File: src/rtl/led_anim_seq_if.sv
// Control/upload bus and LED outputs for led_anim_seq.
// master = board control side, slave = the sequencer.
interface led_anim_seq_if #(
  parameter int LED_W  = 7,
  parameter int ADDR_W = 7,
  parameter int DIV_W  = 16
);
  logic              start;
  logic              stop;
  logic [1:0]        mode;
  logic [DIV_W-1:0]  div;
  logic [ADDR_W-1:0] len;
  logic              wr_en;
  logic [ADDR_W-1:0] wr_addr;
  logic [LED_W-1:0]  wr_data;
  logic [LED_W-1:0]  led_n;
  logic [ADDR_W-1:0] frame;
  logic              busy;
  logic              done;

  modport master (
    output start, stop, mode, div, len,
    output wr_en, wr_addr, wr_data,
    input  led_n, frame, busy, done
  );

  modport slave (
    input  start, stop, mode, div, len,
    input  wr_en, wr_addr, wr_data,
    output led_n, frame, busy, done
  );
endinterface

File: src/rtl/led_anim_seq.sv
// LED animation sequencer: pattern RAM, prescaler, loop/one-shot/ping-pong.
// Ports: clk, rst (sync, active high), bus (led_anim_seq_if.slave).
module led_anim_seq #(
  parameter int LED_W  = 7,
  parameter int ADDR_W = 7,
  parameter int DIV_W  = 16
) (
  input logic           clk,
  input logic           rst,
  led_anim_seq_if.slave bus
);
  typedef enum logic [1:0] {
    IDLE,
    RUN_UP,
    RUN_DOWN
  } state_e;

  localparam logic [1:0] M_ONE = 2'b01;
  localparam logic [1:0] M_PP  = 2'b10;

  state_e            state_q, state_d;
  logic [ADDR_W-1:0] frame_q, frame_d;
  logic [ADDR_W-1:0] len_q, len_d;
  logic [DIV_W-1:0]  pc_q, pc_d;
  logic [DIV_W-1:0]  div_q, div_d;
  logic [1:0]        mode_q, mode_d;
  logic              done_q, done_d;
  logic              rd_q, rd_d;
  logic [LED_W-1:0]  led_n_q, led_n_d;
  logic [LED_W-1:0]  mem_q [2**ADDR_W];
  logic              tick;

  assign tick = (pc_q == div_q);

  always_comb begin
    state_d = state_q;
    frame_d = frame_q;
    len_d   = len_q;
    pc_d    = pc_q;
    div_d   = div_q;
    mode_d  = mode_q;
    done_d  = 1'b0;
    rd_d    = 1'b0;
    led_n_d = led_n_q;
    // The RAM is read only in the cycle after a frame is loaded, so a
    // write to the shown frame stays hidden until that frame comes round.
    if (state_q == IDLE) begin
      led_n_d = '1;
    end else if (rd_q) begin
      led_n_d = mem_q[frame_q];
    end
    if (bus.stop) begin
      state_d = IDLE;
      frame_d = '0;
      pc_d    = '0;
    end else if (bus.start) begin
      state_d = RUN_UP;
      frame_d = '0;
      pc_d    = '0;
      mode_d  = bus.mode;
      div_d   = bus.div;
      len_d   = bus.len;
      rd_d    = 1'b1;
    end else if (state_q != IDLE) begin
      if (!tick) begin
        pc_d = pc_q + DIV_W'(1);
      end else begin
        pc_d = '0;
        rd_d = 1'b1;
        priority case (1'b1)
          state_q == RUN_DOWN && frame_q != '0: begin
            frame_d = frame_q - ADDR_W'(1);
          end
          state_q == RUN_DOWN: begin
            state_d = RUN_UP;
            frame_d = ADDR_W'(1);
          end
          frame_q < len_q: begin
            frame_d = frame_q + ADDR_W'(1);
          end
          mode_q == M_ONE: begin
            state_d = IDLE;
            frame_d = '0;
            done_d  = 1'b1;
            rd_d    = 1'b0;
          end
          mode_q == M_PP && len_q != '0: begin
            state_d = RUN_DOWN;
            frame_d = len_q - ADDR_W'(1);
          end
          // loop, mode 11, or a single-frame ping-pong
          default: begin
            frame_d = '0;
          end
        endcase
      end
    end
  end

  always_ff @(posedge clk) begin
    if (rst) begin
      state_q <= IDLE;
      frame_q <= '0;
      len_q   <= '0;
      pc_q    <= '0;
      div_q   <= '0;
      mode_q  <= '0;
      done_q  <= 1'b0;
      rd_q    <= 1'b0;
      led_n_q <= '1;
    end else begin
      state_q <= state_d;
      frame_q <= frame_d;
      len_q   <= len_d;
      pc_q    <= pc_d;
      div_q   <= div_d;
      mode_q  <= mode_d;
      done_q  <= done_d;
      rd_q    <= rd_d;
      led_n_q <= led_n_d;
    end
  end

  // Pattern RAM survives reset.
  always_ff @(posedge clk) begin
    if (bus.wr_en) begin
      mem_q[bus.wr_addr] <= bus.wr_data;
    end
  end

  assign bus.led_n = led_n_q;
  assign bus.frame = frame_q;
  assign bus.busy  = (state_q != IDLE);
  assign bus.done  = done_q;
endmodule

File: src/flat_wrapper.sv
// flat-port wrapper written by rule: the top's interface ports become plain ports
module led_anim_seq_flat 
#(
  parameter int LED_W  = 7,
  parameter int ADDR_W = 7,
  parameter int DIV_W  = 16
)
  (clk, rst, bus_start, bus_stop, bus_mode, bus_div, bus_len, bus_wr_en, bus_wr_addr, bus_wr_data, bus_led_n, bus_frame, bus_busy, bus_done);
  led_anim_seq_if #(.LED_W(LED_W), .ADDR_W(ADDR_W), .DIV_W(DIV_W)) bus_i ();
  input logic clk;
  input logic rst;
  input wire logic [$bits(bus_i.start)-1:0] bus_start;
  input wire logic [$bits(bus_i.stop)-1:0] bus_stop;
  input wire logic [$bits(bus_i.mode)-1:0] bus_mode;
  input wire logic [$bits(bus_i.div)-1:0] bus_div;
  input wire logic [$bits(bus_i.len)-1:0] bus_len;
  input wire logic [$bits(bus_i.wr_en)-1:0] bus_wr_en;
  input wire logic [$bits(bus_i.wr_addr)-1:0] bus_wr_addr;
  input wire logic [$bits(bus_i.wr_data)-1:0] bus_wr_data;
  output wire logic [$bits(bus_i.led_n)-1:0] bus_led_n;
  output wire logic [$bits(bus_i.frame)-1:0] bus_frame;
  output wire logic [$bits(bus_i.busy)-1:0] bus_busy;
  output wire logic [$bits(bus_i.done)-1:0] bus_done;
  assign bus_i.start = bus_start;
  assign bus_i.stop = bus_stop;
  assign bus_i.mode = bus_mode;
  assign bus_i.div = bus_div;
  assign bus_i.len = bus_len;
  assign bus_i.wr_en = bus_wr_en;
  assign bus_i.wr_addr = bus_wr_addr;
  assign bus_i.wr_data = bus_wr_data;
  assign bus_led_n = bus_i.led_n;
  assign bus_frame = bus_i.frame;
  assign bus_busy = bus_i.busy;
  assign bus_done = bus_i.done;
  led_anim_seq #(.LED_W(LED_W), .ADDR_W(ADDR_W), .DIV_W(DIV_W)) u_core (.clk(clk), .rst(rst), .bus(bus_i));
endmodule
File: config.mk
export PLATFORM = sky130hd
export DESIGN_NAME = led_anim_seq_flat
export DESIGN_NICKNAME = d
export VERILOG_FILES = /design/src/rtl/led_anim_seq_if.sv /design/src/rtl/led_anim_seq.sv /design/src/flat_wrapper.sv
export SDC_FILE = /design/constraint.sdc
export NUM_CORES = 1
export LEC_CHECK = 0
export CORE_UTILIZATION = 47
export CTS_CLUSTER_DIAMETER = 100
export DETAILED_ROUTE_END_ITERATION = 7
export PLACE_DENSITY_LB_ADDON = 0.15
export SLEW_MARGIN = 40
export SYNTH_ARGS = -nofsm -noshare
export SYNTH_HDL_FRONTEND = slang
export SYNTH_SLANG_ARGS = --single-unit
export TNS_END_PERCENT = 1
File: constraint.sdc
create_clock -name clk -period 3.78 [get_ports clk]
set_clock_uncertainty 0.2 [all_clocks]
set_input_delay 0.756 -clock clk [delete_from_list [all_inputs] [get_ports clk]]
set_output_delay 0.756 -clock clk [all_outputs]
set_load 0.02 [all_outputs]
==> run_results.csv, run 1 <==
group,metric,value,unit
placed_design,hpwl,59730,um
synthesis,synth-async-reset-ratio,0,%
floorplanning,core-area,79390,um^2
drt,via_per_inst,5.968,
drt,first_pass_iters,5,
worst_hold_path,hp-class,"flop to flop",
layout,design_area,44020,um^2
cts,cts_sinks,955,
synthesis,mappedNetlistArea,37950,um^2
timing,holdWs,274.0,ps
global_routing,grt_usage,23.26,%
setup_path,cp-start-kind,"flop",
layout,final_nets,2277,
cts,clk_pin_slew,60,ps
power_and_ir_drop,p_total,21.58,mW
global_routing,grt_pass1_wl,138100,um
timing,fin_crit_sh,88.95,%
cts,cts_tree,"done",
setup_path,path_common_cell,"mux4_2",
setup_path,critPathKind,"flop to flop",
placed_design,placed_area,40880,um^2
layout,final_common_cell,"edfxtp_1",
timing,fmax,297.4,MHz
synthesis,synth_edf_count,896,
layout,area_delta_synth_final,16.01,%
power_and_ir_drop,power.switching,4.406,mW
timing,slew_headroom,44.16,%
floorplanning,die_x,286.1,um
floorplanning,rows,103,
timing,period_minus_slack,3362,ps
power_and_ir_drop,combPwrFrac,2.5,%
power_and_ir_drop,p_per_area,490.2,nW/um^2
global_routing,grt_pass1_vias,20210,
timing,tns,0,ps
setup_path,critPathTopFamily,"multiplexers",
timing,rsz0062_at_grt,"no",
floorplanning,dieArea,81880,um^2
setup_path,critPathMaxStageDelay,620,ps
drt,drc_errors,0,
setup_path,endpoint_kind,"flop",
synthesis,ys_ff_latch,955,
synthesis,synth_ff_type,"edfxtp_1",
power_and_ir_drop,pwr-share-clk,43.7,%
timing,worst_slew_pin_slew,837.5,ps
placed_design,port_buffers,59,
cts,cts_buffers,99,
setup_path,rrSetupSlack,420,ps
drt,routed_wl,93780,um
cts,cts_root_buf,"clkbuf_16",
synthesis,yosysUniqueCellTypes,51,
setup_path,crit_buf_inv,2,
synthesis,ys_top_cells_by_area,"edfxtp_1 (71%), mux4_2 (14%), dfxtp_1 (3.1%)",
power_and_ir_drop,sequentialPowerShare,53.9,%
synthesis,yosysTopAreaCellShare,70.90,%
power_and_ir_drop,sw_frac_of_total,20.42,%
setup_path,cp.required,4090,ps
layout,final_cell_mix,"edfxtp_1 (896), mux4_2 (230), nor2_1 (171)",
timing,hold_viol,0,
cts,h-tree-depth,3,
setup_path,crit_chain,"buf_12 -> buf_4 -> mux4_2 -> mux4_2 -> nand2b_1 -> a221oi_1 -> nand3_1",
layout,drive_gt1_share,24.90,%
placed_design,place_inst,3171,
floorplanning,io_pins,60,
global_routing,grt_max_degree,81,
synthesis,avgSynthCellArea,19.00,um^2
layout,stdcell_count,3351,
synthesis,yosysWarningCount,0,
placed_design,place_congestion,0.8496,
cts,cts_hold_buf,0,
cts,worstSkewPairLatency,670,ps
setup_path,slowest_stage,"a221oi_1",
synthesis,synth_top_area_cell,"edfxtp_1",
floorplanning,start_util,47.80,%
layout,diodes,0,
timing,drv_slew,0,
global_routing,antenna_found_initial,2,
timing,setup_viol_count_final,0,
cts,post_cts_buffers,0,
synthesis,netlist_instances,1997,
floorplanning,die_h,286.1,um
drt,vias,20000,
power_and_ir_drop,irDropWorstVdd,0.3262,mV
timing,fin_ws,417.8,ps
synthesis,synthesis.nets,2052,
power_and_ir_drop,p_int,17.17,mW
global_routing,grt-ovfl-total,0,
drt,post_drt_wl_per_cell,27.98,um
drt,drt_iter0_markers,1997,
layout,post-route-util,55.45,%
run,max_cap_viol_count,0,
synthesis,seq_area_frac_synth,74.02,%
power_and_ir_drop,p_leak,13.63,nW
setup_path,cp_max_fo,18,
drt,antenna_left,0,
cts,cts_buffer_depth,3,
setup_path,cp.arrival,3680,ps
cts,cts_resized,0,
run_status,run_status,"completed",
placed_design,place_ws,381.4,ps
-- worst register-to-register path, cell delays in order, from the launching register on --
cell and delay [ps]:
dfxtp_4 440, buf_12 220, buf_4 340, mux4_2 570, mux4_2 460, nand2b_1 200
a221oi_1 620, nand3_1 150
-- power by group through the flow --
| stage | logic (mW) | registers, mW | clock network [mW] |
|---|---|---|---|
| 6_report | 0.530 | 11.6 | 9.42 |
| 5_1_grt | 0.570 | 11.6 | 9.98 |
| 4_1_cts | 0.535 | 11.6 | 9.59 |
| 3_5_place_dp | 0.533 | 11.9 | 0 |
| 3_3_place_gp | 0.518 | 11.8 | 0 |
| 2_1_floorplan | 0.196 | 11.8 | 0 |
-- sequential cells by signal (all words and copies together), names as in the netlist --
register,cells
u_core.rd_q,1
u_core.div_q,16
u_core.mode_q,2
u_core.len_q,7
u_core.bus.led_n,7
u_core.bus.done,1
u_core.mem_q,896
u_core.bus.frame,7
u_core.pc_q,16
u_core.state_q,2
-- synth_stat cells, types with 2 or more instances --
library cell and count:
edfxtp_1 896, mux4_2 230, nor2_1 171, nand2_1 108, mux2i_1 70, dfxtp_1 59, clkbuf_1 58, a21oi_1 56
nand3_1 30, nor3_1 30, xnor2_1 30, o221ai_1 24, buf_2 21, nand4_1 18, o21ai_0 15, buf_4 14
nand2b_1 14, nor2b_1 14, inv_1 13, ha_1 11, o22ai_1 11, xor2_1 11, a22oi_1 9, buf_6 9
mux2_2 8, buf_1 6, a31oi_1 5, and3_1 5, nor4_1 5, a2111oi_0 4, o211ai_1 4, or2_2 4
a211o_1 3, a211oi_1 3, a32o_1 3, and2_1 3, or3_1 3, a21o_1 2, a221oi_1 2, a311o_1 2
a311oi_1 2, clkinv_1 2
-- per-layer routing --
layer	GRT usage, %	wire length, um	up-vias
met5	0	13	-
met4	6.217	2187	2
met3	4.022	6559	137
met2	35.97	43940	742
met1	34.39	41080	10560
li1	-	-	8553
-- cell families after synthesis --
family	count (synthesis)	share of synthesized area (%)
fa+ha+maj	11	0.3627
simple gates	406	4.659
mux	308	15.73
buf+inv	124	1.612
flops	955	74.02
compound gates	152	2.668
xor+xnor	41	0.9463
-- worst paths after layout --
check,start,to,cells past startpoint
worst max-delay path,u_core.bus.frame[0]$_SDFFE_PP0P_,u_core.bus.led_n[1]$_SDFFE_PP1P_,7
worst min register to register,u_core.div_q[5]$_SDFFE_PP0P_,u_core.div_q[5]$_SDFFE_PP0P_,2
worst min-delay path,u_core.div_q[5]$_SDFFE_PP0P_,u_core.div_q[5]$_SDFFE_PP0P_,2
worst max register to register,u_core.bus.frame[0]$_SDFFE_PP0P_,u_core.bus.led_n[1]$_SDFFE_PP1P_,7
-- layout make-up --
class | instances | area [um^2]
inverters | 16 | 60.06
repair buffers | 232 | 2155
clock inverters | 54 | 511.7
fillers | 6082 | 35370
flip-flops and latches | 955 | 28100
well taps | 1050 | 1314
clock buffers | 126 | 2623
multi-input cells | 918 | 9256
No activity file was read; power rests on OpenSTA's default activity.
==> run 2, diff against run 1 <==
GPL_TIMING_DRIVEN = 0   (was not set)
==> run 2 against run 1 <==
The flow now finishes with violations (negative setup slack). Die area unchanged. Clock power rose by 1%. Routed wire length is 19% higher. Core utilization is 0.53 points lower.
==> run_results.csv, run 2 (synthesized netlist as in run 1, its figures left out) <==
group,metric,value,unit
global_routing,grt_pass1_vias,20730,
global_routing,antenna_found_initial,4,
placed_design,port_buffers,55,
layout,final_cell_mix,"edfxtp_1 (896), mux4_2 (230), nor2_1 (123)",
setup_path,rr_worst_depth,9,
timing,fmax,263.1,MHz
power_and_ir_drop,p_per_area,497.7,nW/um^2
cts,cts_buffers,98,
timing,hold_viol,0,
layout,nFillCells,6140,
global_routing,grt-ovfl-total,0,
worst_hold_path,hp-class,"flop to flop",
drt,vias,20900,
layout,drive_gt1_share,24.57,%
global_routing,grt_pass1_wl,156700,um
setup_path,cp.arrival,4120,ps
cts,cts_tree,"done",
run_status,violations,"negative setup slack",
drt,via_per_inst,6.345,
layout,largest_register_ffs,896,
layout,area_delta_synth_final,14.90,%
setup_path,cp-endpoint,"u_core.bus.led_n[4]$_SDFFE_PP1P_",
cts,clk_pin_slew,60,ps
placed_design,place_congestion,0.9841,
timing,fin_crit_sh,100.6,%
power_and_ir_drop,irDropWorstVdd,0.3761,mV
cts,cts_hold_buf,0,
timing,setup_viol_count_final,1,
layout,final_common_cell,"edfxtp_1",
run,max_cap_viol_count,0,
power_and_ir_drop,p_total,21.70,mW
layout,seq_area,28090,um^2
drt,drc_errors,0,
layout,post-route-util,54.92,%
timing,rsz0062_at_grt,"yes",
worst_hold_path,holdPathStages,2,
setup_path,rr_startpoint,"u_core.bus.frame[2]$_SDFFE_PP0P_",
setup_path,endpoint_kind,"flop",
cts,cts_root_buf,"clkbuf_16",
setup_path,cp-start-kind,"flop",
power_and_ir_drop,power.switching,4.477,mW
floorplanning,core-area,79390,um^2
floorplanning,die_h,286.1,um
timing,period_minus_slack,3801,ps
drt,antenna_left,0,
power_and_ir_drop,p_leak,13.21,nW
floorplanning,rows,103,
cts,cts_sinks,955,
floorplanning,start_util,47.80,%
global_routing,grt_usage,27.76,%
power_and_ir_drop,pwr-share-clk,43.9,%
cts,post_cts_buffers,0,
floorplanning,die_x,286.1,um
run_status,run_status,"finished with violations",
power_and_ir_drop,sequentialPowerShare,53.6,%
power_and_ir_drop,combPwrFrac,2.5,%
drt,post_drt_wl_per_cell,33.99,um
setup_path,rrSetupSlack,-20,ps
setup_path,critPathKind,"flop to flop",
floorplanning,dieArea,81880,um^2
layout,multiInputGateArea,9459,um^2
power_and_ir_drop,p_int,17.22,mW
layout,top_register,"u_core.mem_q",
global_routing,grt_max_degree,89,
layout,largestRegisters,"u_core.mem_q: 896 flops, u_core.div_q: 16 flops, u_core.pc_q: 16 flops",
setup_path,cp.required,4100,ps
drt,first_pass_iters,8,
setup_path,startpoint,"u_core.bus.frame[2]$_SDFFE_PP0P_",
layout,final_nets,2218,
floorplanning,io_pins,60,
timing,worst_slew_pin_slew,885.7,ps
placed_design,hpwl,73010,um
cts,worstSkewPairLatency,670,ps
timing,slew_headroom,40.73,%
power_and_ir_drop,sw_frac_of_total,20.63,%
drt,routed_wl,112000,um
cts,h-tree-depth,3,
timing,fin_ws,-21.47,ps
cts,cts_buffer_depth,3,
setup_path,cp_max_fo,10,
setup_path,worst_r2r_endpoint,"u_core.bus.led_n[4]$_SDFFE_PP1P_",
drt,drt_iter0_markers,2728,
timing,drv_slew,0,
==> run 2: changes by cell type in the layout (fill, tap and decap cells not counted), sizes merged, moves of 2 or more <==
cell,before,now
buf,180,64
clkdlybuf4s50,52,48
clkbuf,126,177
bufinv,7,9
inv,20,18
clkinv,41,51
==> run 2: worst min path at each step <==
stage	start	slack [ps]	endpoint
floorplan	u_core.len_q[6]$_SDFFE_PP0P_	240	u_core.len_q[6]$_SDFFE_PP0P_
global placement	u_core.len_q[6]$_SDFFE_PP0P_	250	u_core.len_q[6]$_SDFFE_PP0P_
detailed placement	u_core.len_q[4]$_SDFFE_PP0P_	270	u_core.len_q[4]$_SDFFE_PP0P_
CTS	bus_wr_data[6]	280	u_core.mem_q[110][6]$_DFFE_PP_
global route	bus_wr_data[2]	290	u_core.mem_q[5][2]$_DFFE_PP_
finish	u_core.div_q[4]$_SDFFE_PP0P_	280	u_core.div_q[4]$_SDFFE_PP0P_
==> run 2: repair_timing <==
action                     CTS  global route
setup endpoints to repair   14             8
cloned                       0             0
resized for setup           39            15
==> run 2: metal layers <==
metal / vias to the layer above / routed length (um) / track usage (%) / share of wire, %
li1: 8459 / - / - / -
met1: 11030 / 43640 / 37.10 / 39
met2: 1167 / 52680 / 43.61 / 47
met3: 239 / 10810 / 7.266 / 9.7
met4: 8 / 4776 / 11.20 / 4.3
met5: - / 52 / 0 / 0.046
==> run 2: layout make-up <==
cell class | instances | share of cell area [%]
Antenna cell | 1 | 0.005739
Buffer | 108 | 1.639
Clock buffer | 115 | 5.868
Clock inverter | 65 | 1.343
Inverter | 16 | 0.1464
Multi-Input combinational cell | 918 | 21.69
Sequential cell | 955 | 64.42
Tap cell | 1050 | 3.013
Timing Repair Buffer | 66 | 1.865
==> run 2: stage by stage <==
step,instances,setup TNS [ps],hold slack [ps],area (um^2),setup WS (ps)
2_1_floorplan,1997,0,236.3,37950,695.3
3_3_place_gp,3102,-1395660,249.8,39810,-1753
3_5_place_dp,3113,-3164,269.7,40250,-652.2
4_1_cts,3293,-71.75,277.4,43520,-70.05
5_1_grt,3293,-23.24,290.7,43600,-23.24
6_report,3294,-21.47,279.8,43600,-21.47
==> run 2: power by group through the flow <==
stage          registers, mW  logic, mW  clock network, mW
4_1_cts                 11.6      0.538               9.61
3_5_place_dp            11.8      0.534                  0
3_3_place_gp            11.9      0.482                  0
6_report                11.6      0.545               9.53
5_1_grt                 11.6      0.576               9.99
2_1_floorplan           11.8      0.196                  0
==> run 2: worst max-delay path, cell delays in order, from the launching register on <==
cell and delay, ps:
dfxtp_1 420, buf_2 400, buf_2 440, clkbuf_4 470
buf_4 430, mux4_2 420, mux2i_1 320, nand2_1 130
o2111ai_1 260, nand3_1 120
